$ cat config.mk
export PLATFORM = sky130hd
export DESIGN_NAME = bwt_block_sched
export DESIGN_NICKNAME = d
export VERILOG_FILES = /design/src/rtl/bwt_block_sched.sv
export SDC_FILE = /design/constraint.sdc
export NUM_CORES = 1
export LEC_CHECK = 0
export ABC_AREA = 1
export CAP_MARGIN = 10
export CORE_UTILIZATION = 60
export DETAILED_ROUTE_END_ITERATION = 10
export GPL_TIMING_DRIVEN = 0
export PLACE_DENSITY = 0.78
export SYNTH_ARGS = -nofsm -noshare
export SYNTH_HDL_FRONTEND = slang
export SYNTH_SLANG_ARGS = --single-unit
$ cat constraint.sdc
create_clock -name clk -period 6.7 [get_ports clk]
set_input_delay 1.34 -clock clk [delete_from_list [all_inputs] [get_ports clk]]
set_output_delay 1.34 -clock clk [all_outputs]
set_load 0.005 [all_outputs]
$ cat src/rtl/bwt_block_sched.sv
// bwt_block_sched: buffers one STRING_LEN-byte block from a valid/ready stream,
// replays it into bwt_top as a contiguous start-qualified burst, captures the
// transformed bytes returned on bwt_valid_out and drains them downstream.
// The next input block is accepted while the current one is in flight.
module bwt_block_sched #(
    parameter int STRING_LEN = 32,
    parameter int TIMEOUT    = 4096
) (
    input  logic        clk,
    input  logic        rst_n,
    input  logic        in_valid,
    output logic        in_ready,
    input  logic [7:0]  in_data,
    output logic        out_valid,
    input  logic        out_ready,
    output logic [7:0]  out_data,
    output logic        out_last,
    output logic        bwt_start,
    output logic [7:0]  bwt_char,
    input  logic [7:0]  bwt_char_out,
    input  logic        bwt_valid_out,
    input  logic        clr_err,
    output logic        busy,
    output logic        err_timeout,
    output logic        err_spurious,
    output logic [15:0] blocks_done
);

    localparam int CNT_W = $clog2(STRING_LEN + 1);
    localparam int IDX_W = $clog2(STRING_LEN);
    localparam int TO_W  = $clog2(TIMEOUT + 1);

    localparam logic [1:0] ST_IDLE  = 2'd0;
    localparam logic [1:0] ST_LOAD  = 2'd1;
    localparam logic [1:0] ST_WAIT  = 2'd2;
    localparam logic [1:0] ST_DRAIN = 2'd3;

    localparam logic [CNT_W-1:0] LEN_C     = CNT_W'(STRING_LEN);
    localparam logic [CNT_W-1:0] LAST_C    = CNT_W'(STRING_LEN - 1);
    localparam logic [TO_W-1:0]  TO_LAST_C = TO_W'(TIMEOUT - 1);

    logic [1:0]       state_r,  state_nx;
    logic [CNT_W-1:0] in_cnt_r, in_cnt_nx;
    logic [CNT_W-1:0] ld_cnt_r, ld_cnt_nx;
    logic [CNT_W-1:0] oc_r,     oc_nx;
    logic [CNT_W-1:0] rd_r,     rd_nx;
    logic [TO_W-1:0]  wc_r,     wc_nx;

    logic [7:0] ibuf_r [STRING_LEN];
    logic [7:0] obuf_r [STRING_LEN];

    logic        in_acc_s;
    logic        cap_s;
    logic        to_s;
    logic        done_s;
    logic        spur_s;

    logic        in_ready_r;
    logic        out_valid_r;
    logic [7:0]  out_data_r;
    logic        out_last_r;
    logic        bwt_start_r;
    logic [7:0]  bwt_char_r;
    logic        busy_r;
    logic        err_timeout_r;
    logic        err_spurious_r;
    logic [15:0] blocks_done_r;

    assign in_ready     = in_ready_r;
    assign out_valid    = out_valid_r;
    assign out_data     = out_data_r;
    assign out_last     = out_last_r;
    assign bwt_start    = bwt_start_r;
    assign bwt_char     = bwt_char_r;
    assign busy         = busy_r;
    assign err_timeout  = err_timeout_r;
    assign err_spurious = err_spurious_r;
    assign blocks_done  = blocks_done_r;

    // Next-state for the scheduler FSM, fill/drain counters and event strobes
    always_comb begin
        state_nx  = state_r;
        ld_cnt_nx = ld_cnt_r;
        oc_nx     = oc_r;
        rd_nx     = rd_r;
        wc_nx     = wc_r;
        cap_s     = 1'b0;
        to_s      = 1'b0;
        done_s    = 1'b0;
        in_acc_s  = in_valid && in_ready_r;
        if (in_acc_s) begin
            in_cnt_nx = in_cnt_r + 1'b1;
        end else begin
            in_cnt_nx = in_cnt_r;
        end
        case (state_r)
            ST_IDLE: begin
                if (in_cnt_r == LEN_C) begin
                    state_nx  = ST_LOAD;
                    ld_cnt_nx = '0;
                end else begin
                    state_nx  = ST_IDLE;
                end
            end
            ST_LOAD: begin
                if (ld_cnt_r == LAST_C) begin
                    state_nx  = ST_WAIT;
                    in_cnt_nx = '0;
                    wc_nx     = '0;
                end else begin
                    ld_cnt_nx = ld_cnt_r + 1'b1;
                end
            end
            ST_WAIT: begin
                // Timeout takes priority: a byte arriving on the same cycle is dropped.
                if (wc_r == TO_LAST_C) begin
                    to_s     = 1'b1;
                    oc_nx    = '0;
                    wc_nx    = '0;
                    state_nx = ST_IDLE;
                end else begin
                    wc_nx = wc_r + 1'b1;
                    if (bwt_valid_out) begin
                        cap_s = 1'b1;
                        oc_nx = oc_r + 1'b1;
                        if (oc_r == LAST_C) begin
                            state_nx = ST_DRAIN;
                            wc_nx    = '0;
                            rd_nx    = '0;
                        end else begin
                            state_nx = ST_WAIT;
                        end
                    end else begin
                        cap_s = 1'b0;
                    end
                end
            end
            ST_DRAIN: begin
                if (out_valid_r && out_ready) begin
                    if (rd_r == LAST_C) begin
                        rd_nx    = '0;
                        oc_nx    = '0;
                        done_s   = 1'b1;
                        state_nx = ST_IDLE;
                    end else begin
                        rd_nx = rd_r + 1'b1;
                    end
                end else begin
                    rd_nx = rd_r;
                end
            end
            default: begin
                state_nx = ST_IDLE;
            end
        endcase
        spur_s = bwt_valid_out && (state_r != ST_WAIT);
    end

    // Block storage: input bytes by arrival index, results by capture index
    always_ff @(posedge clk) begin
        if (in_acc_s) begin
            ibuf_r[in_cnt_r[IDX_W-1:0]] <= in_data;
        end
        if (cap_s) begin
            obuf_r[oc_r[IDX_W-1:0]] <= bwt_char_out;
        end
    end

    // State, counters and registered outputs derived from the next state
    always_ff @(posedge clk or negedge rst_n) begin
        if (!rst_n) begin
            state_r        <= ST_IDLE;
            in_cnt_r       <= '0;
            ld_cnt_r       <= '0;
            oc_r           <= '0;
            rd_r           <= '0;
            wc_r           <= '0;
            in_ready_r     <= 1'b0;
            out_valid_r    <= 1'b0;
            out_data_r     <= 8'h00;
            out_last_r     <= 1'b0;
            bwt_start_r    <= 1'b0;
            bwt_char_r     <= 8'h00;
            busy_r         <= 1'b0;
            err_timeout_r  <= 1'b0;
            err_spurious_r <= 1'b0;
            blocks_done_r  <= 16'h0000;
        end else begin
            state_r     <= state_nx;
            in_cnt_r    <= in_cnt_nx;
            ld_cnt_r    <= ld_cnt_nx;
            oc_r        <= oc_nx;
            rd_r        <= rd_nx;
            wc_r        <= wc_nx;
            in_ready_r  <= (in_cnt_nx < LEN_C) && (state_nx != ST_LOAD);
            busy_r      <= (state_nx != ST_IDLE);
            bwt_start_r <= (state_nx == ST_LOAD);
            bwt_char_r  <= (state_nx == ST_LOAD) ? ibuf_r[ld_cnt_nx[IDX_W-1:0]] : 8'h00;
            out_valid_r <= (state_nx == ST_DRAIN);
            out_data_r  <= (state_nx == ST_DRAIN) ? obuf_r[rd_nx[IDX_W-1:0]] : 8'h00;
            out_last_r  <= (state_nx == ST_DRAIN) && (rd_nx == LAST_C);
            // Error events beat a simultaneous clear.
            err_timeout_r  <= to_s   ? 1'b1 : (clr_err ? 1'b0 : err_timeout_r);
            err_spurious_r <= spur_s ? 1'b1 : (clr_err ? 1'b0 : err_spurious_r);
            blocks_done_r  <= done_s ? (blocks_done_r + 16'd1) : blocks_done_r;
        end
    end

endmodule
==> flow_metrics.tcl <==
set metrics [dict create \
    vias 17946 \
    rsz0062_at_grt "false" \
    synth_area_leaders "edfxtp_1, nand3_1, dfrtp_1" \
    nets 2373 \
    initialDrtViolationCount 2299 \
    worstSkewPairLatency_ns 0.62 \
    worstPathMaxFanout 10 \
    cts_sinks 590 \
    grt_max_degree 58 \
    clock_skew_ns 0.0239 \
    io_pins 61 \
    clk_pin_slew_ns 0.07 \
    pre_cts_slack_ns 2.42 \
    hp-class "flop to flop" \
    drive_gt1_frac 0.0875 \
    yosysWarnings 0 \
    postSynth.asyncResetShare 0.132 \
    syn_to_final_growth_pct 14.3 \
    first_pass_iters 5 \
    total_power_uw 12200 \
    htreeDepth 2 \
    die_h_um 205 \
    setup_tns_ns 0 \
    synth-seq-cells 590 \
    post_cts_resized 0 \
    grt_pass1_vias 17661 \
    leakage_uw 0.0107 \
    yosysTopAreaCellShare 0.619 \
    critPathSlowestCell "buf_1" \
    numPortBuffers 60 \
    r2r_start "wc_r[0]$_DFFE_PN0P_" \
    power.density_mw_per_mm2 428 \
    max_slew.worst_pin.slew_ns 1.28 \
    clockBufferDepth 3 \
    yosys.area.top_type "edfxtp_1" \
    rows 74 \
    numCtsBuffers 57 \
    fillers 2832 \
    avgSynthCellArea_um2 11.3 \
    place.gp.congestion 0.992 \
    register_area_mm2 0.0173 \
    postSynthCellCount 2206 \
    arrival_ns 4.31 \
    slowest_delay_ns 0.52 \
    grt.total_usage 0.311 \
    netlist-cell-type-count 40 \
    hold_viol_final 0 \
    grt_pass1_wl_um 98000 \
    synth-seq-area-share 0.698 \
    hp-start "blocks_done[13]$_DFFE_PN0P_" \
    cts_tree "built" \
    fin_crit_sh 0.571 \
    wirelength_um 64500 \
    worstSetupStartpoint "out_ready" \
    antenna_found_initial 0 \
    ant_nets 0 \
    max-vdd-ir-drop_mv 0.361 \
    period_needed_ns 3.83 \
    dp_hpwl_um 42900 \
    drt-wirelength-per-cell_um 22.1 \
    initial_core_util 0.608 \
    syn_nets 2240 \
    relSlewSlack 0.147 \
    core-area_mm2 0.0408 \
    worstSetupEndpointType "flop" \
    start_kind "input pin" \
    cts_root_buffer "clkbuf_16" \
    timing.final.ws_setup_ns 2.87 \
    viasPerCell 6.15 \
    cp_common_cell "nand3_1" \
    multi_input_area_mm2 0.00650 \
    die_w_um 205 \
    synth-edff-count 512 \
    die-area_mm2 0.0422 \
    dp.cells 2807 \
    post_cts_buffers 0 \
    fin_cells 2920 \
    diodes 0 \
    drv_cap 0 \
    drc 0 \
    slew_violations 0 \
    synthFlopType "edfxtp_1" \
    worst-path-buf-inv 4 \
    fin_util 0.695 \
    cp.required_ns 7.18 \
    path_class "input pin to flop" \
    crit_chain "clkdlybuf4s50_1, nand2_1, nor2_4, inv_2, nor2_4, inv_2, nand3_2, buf_1, nand3_1, nand3_1, nand3_1, a21oi_1, nor2_1" \
    max_freq_mhz 261 \
    cts_hold_buf 0 \
    setup_violations 0 \
    synth_area_mm2 0.0248 \
    path_delay_family "simple AND/OR/NAND/NOR gates" \
    grt.overflow.total 0 \
    status "finished clean" \
]
where the power goes:
| part | total [uW] | internal, uW | switching [uW] |
|---|---|---|---|
| combinational | 4350 | 1290 | 3070 |
| clock | 3390 | 2010 | 1390 |
| sequential | 4410 | 4270 | 137 |
| total | 12200 | 7560 | 4590 |
through the flow:
step,hold slack [ns],instance area (um2)
after global placement,0.461,26100
final,0.495,28400
after floorplan,0.468,24800
after CTS,0.498,28300
after detailed placement,0.489,26300
after global routing,0.512,28400
Yosys cell counts (3+ instances only):
master    number
a21oi_1       34
buf_1         10
buf_2         59
buf_4         13
buf_6          3
clkbuf_1      33
dfrtp_1       78
edfxtp_1     512
ha_1          12
inv_1        102
inv_2          6
nand2_1      480
nand2_2        6
nand3_1      630
nand3_2        3
nand3b_1      11
nand4_1        6
nor2_1       123
nor2_2         3
nor3_1        12
o211ai_1       3
o21ai_0       19
o22ai_1        3
o31ai_1        3
xnor2_1       10
xor2_1        13
metal layers:
metal  track usage  share of wire  up-vias
li1              -              -     8040
met1         0.400           0.37     8583
met2         0.521           0.49     1102
met3        0.0486          0.094      221
met4         0.146          0.044        0
met5             0              0        -
cell usage in the layout (no fill, tap or decap), types with 4 or more instances in the layout:
cell type and count:
nand3_1 630, edfxtp_1 512, nand2_1 480, nor2_1 123
inv_1 102, dfrtp_1 78, buf_2 61, clkbuf_16 59
clkdlybuf4s50_1 57, clkbuf_1 41, a21oi_1 34, o21ai_0 19
buf_4 14, xor2_1 13, nor3_1 12, ha_1 12
clkinv_2 12, nand3b_1 11, xnor2_1 10, buf_1 10
bufinv_16 8, clkbuf_8 8, buf_16 8, inv_2 6
nand2_2 6, nand4_1 6, clkinv_1 6, clkinvlp_4 6
buf_8 4
path summary, 6_finish.rpt:
path	end	slack [ns]	depth (start not counted)
max	out_data[3]$_DFF_PN0_	2.87	13
min	blocks_done[13]$_DFFE_PN0P_	0.50	1
max reg2reg	obuf_r[22][3]$_DFFE_PP_	3.14	11
min reg2reg	blocks_done[13]$_DFFE_PN0P_	0.50	1
max in group asynchronous	bwt_char[4]$_DFF_PN0_	5.46	2
min in group asynchronous	wc_r[5]$_DFFE_PN0P_	0.62	1
worst reg2reg max path: stages, from the launching register on:
cell and delay (ns):
dfrtp_1 0.39, ha_1 0.18, nand2_1 0.08, nor2_1 0.24, nand4_1 0.32, inv_1 0.20
nor2_1 0.09, nand2_1 0.07, nand2_1 0.15, nor2_1 0.31, nand2_1 0.35, nor2_1 0.79
state kept, by name, summed over array words and instances, names as in the netlist, 2 cells and up:
| name | count |
|---|---|
| blocks_done | 16 |
| bwt_char | 8 |
| ibuf_r | 256 |
| in_cnt_r | 6 |
| ld_cnt_r | 6 |
| obuf_r | 256 |
| oc_r | 6 |
| out_data | 8 |
| rd_r | 6 |
| state_r | 2 |
| wc_r | 13 |
layout make-up:
| type | count | share of cell area |
|---|---|---|
| plain buffers | 118 | 0.0207 |
| flip-flops and latches | 590 | 0.611 |
| clock buffers | 75 | 0.0570 |
| clock inverters | 33 | 0.0134 |
| repair buffers | 74 | 0.0311 |
| inverters | 109 | 0.0144 |
| multi-input cells | 1389 | 0.229 |
| well taps | 532 | 0.0235 |
cells by family after synthesis:
logic type               Yosys count  synth area share
AND/OR/NAND/NOR                 1280             0.231
flip-flops                       590             0.698
buffers and inverters            227            0.0402
AO/OA/AOI/OAI                     74            0.0170
XOR/XNOR                          23           0.00811
adder cells (fa/ha/maj)           12           0.00605
Note: power is estimated with default switching activity, not from simulation.
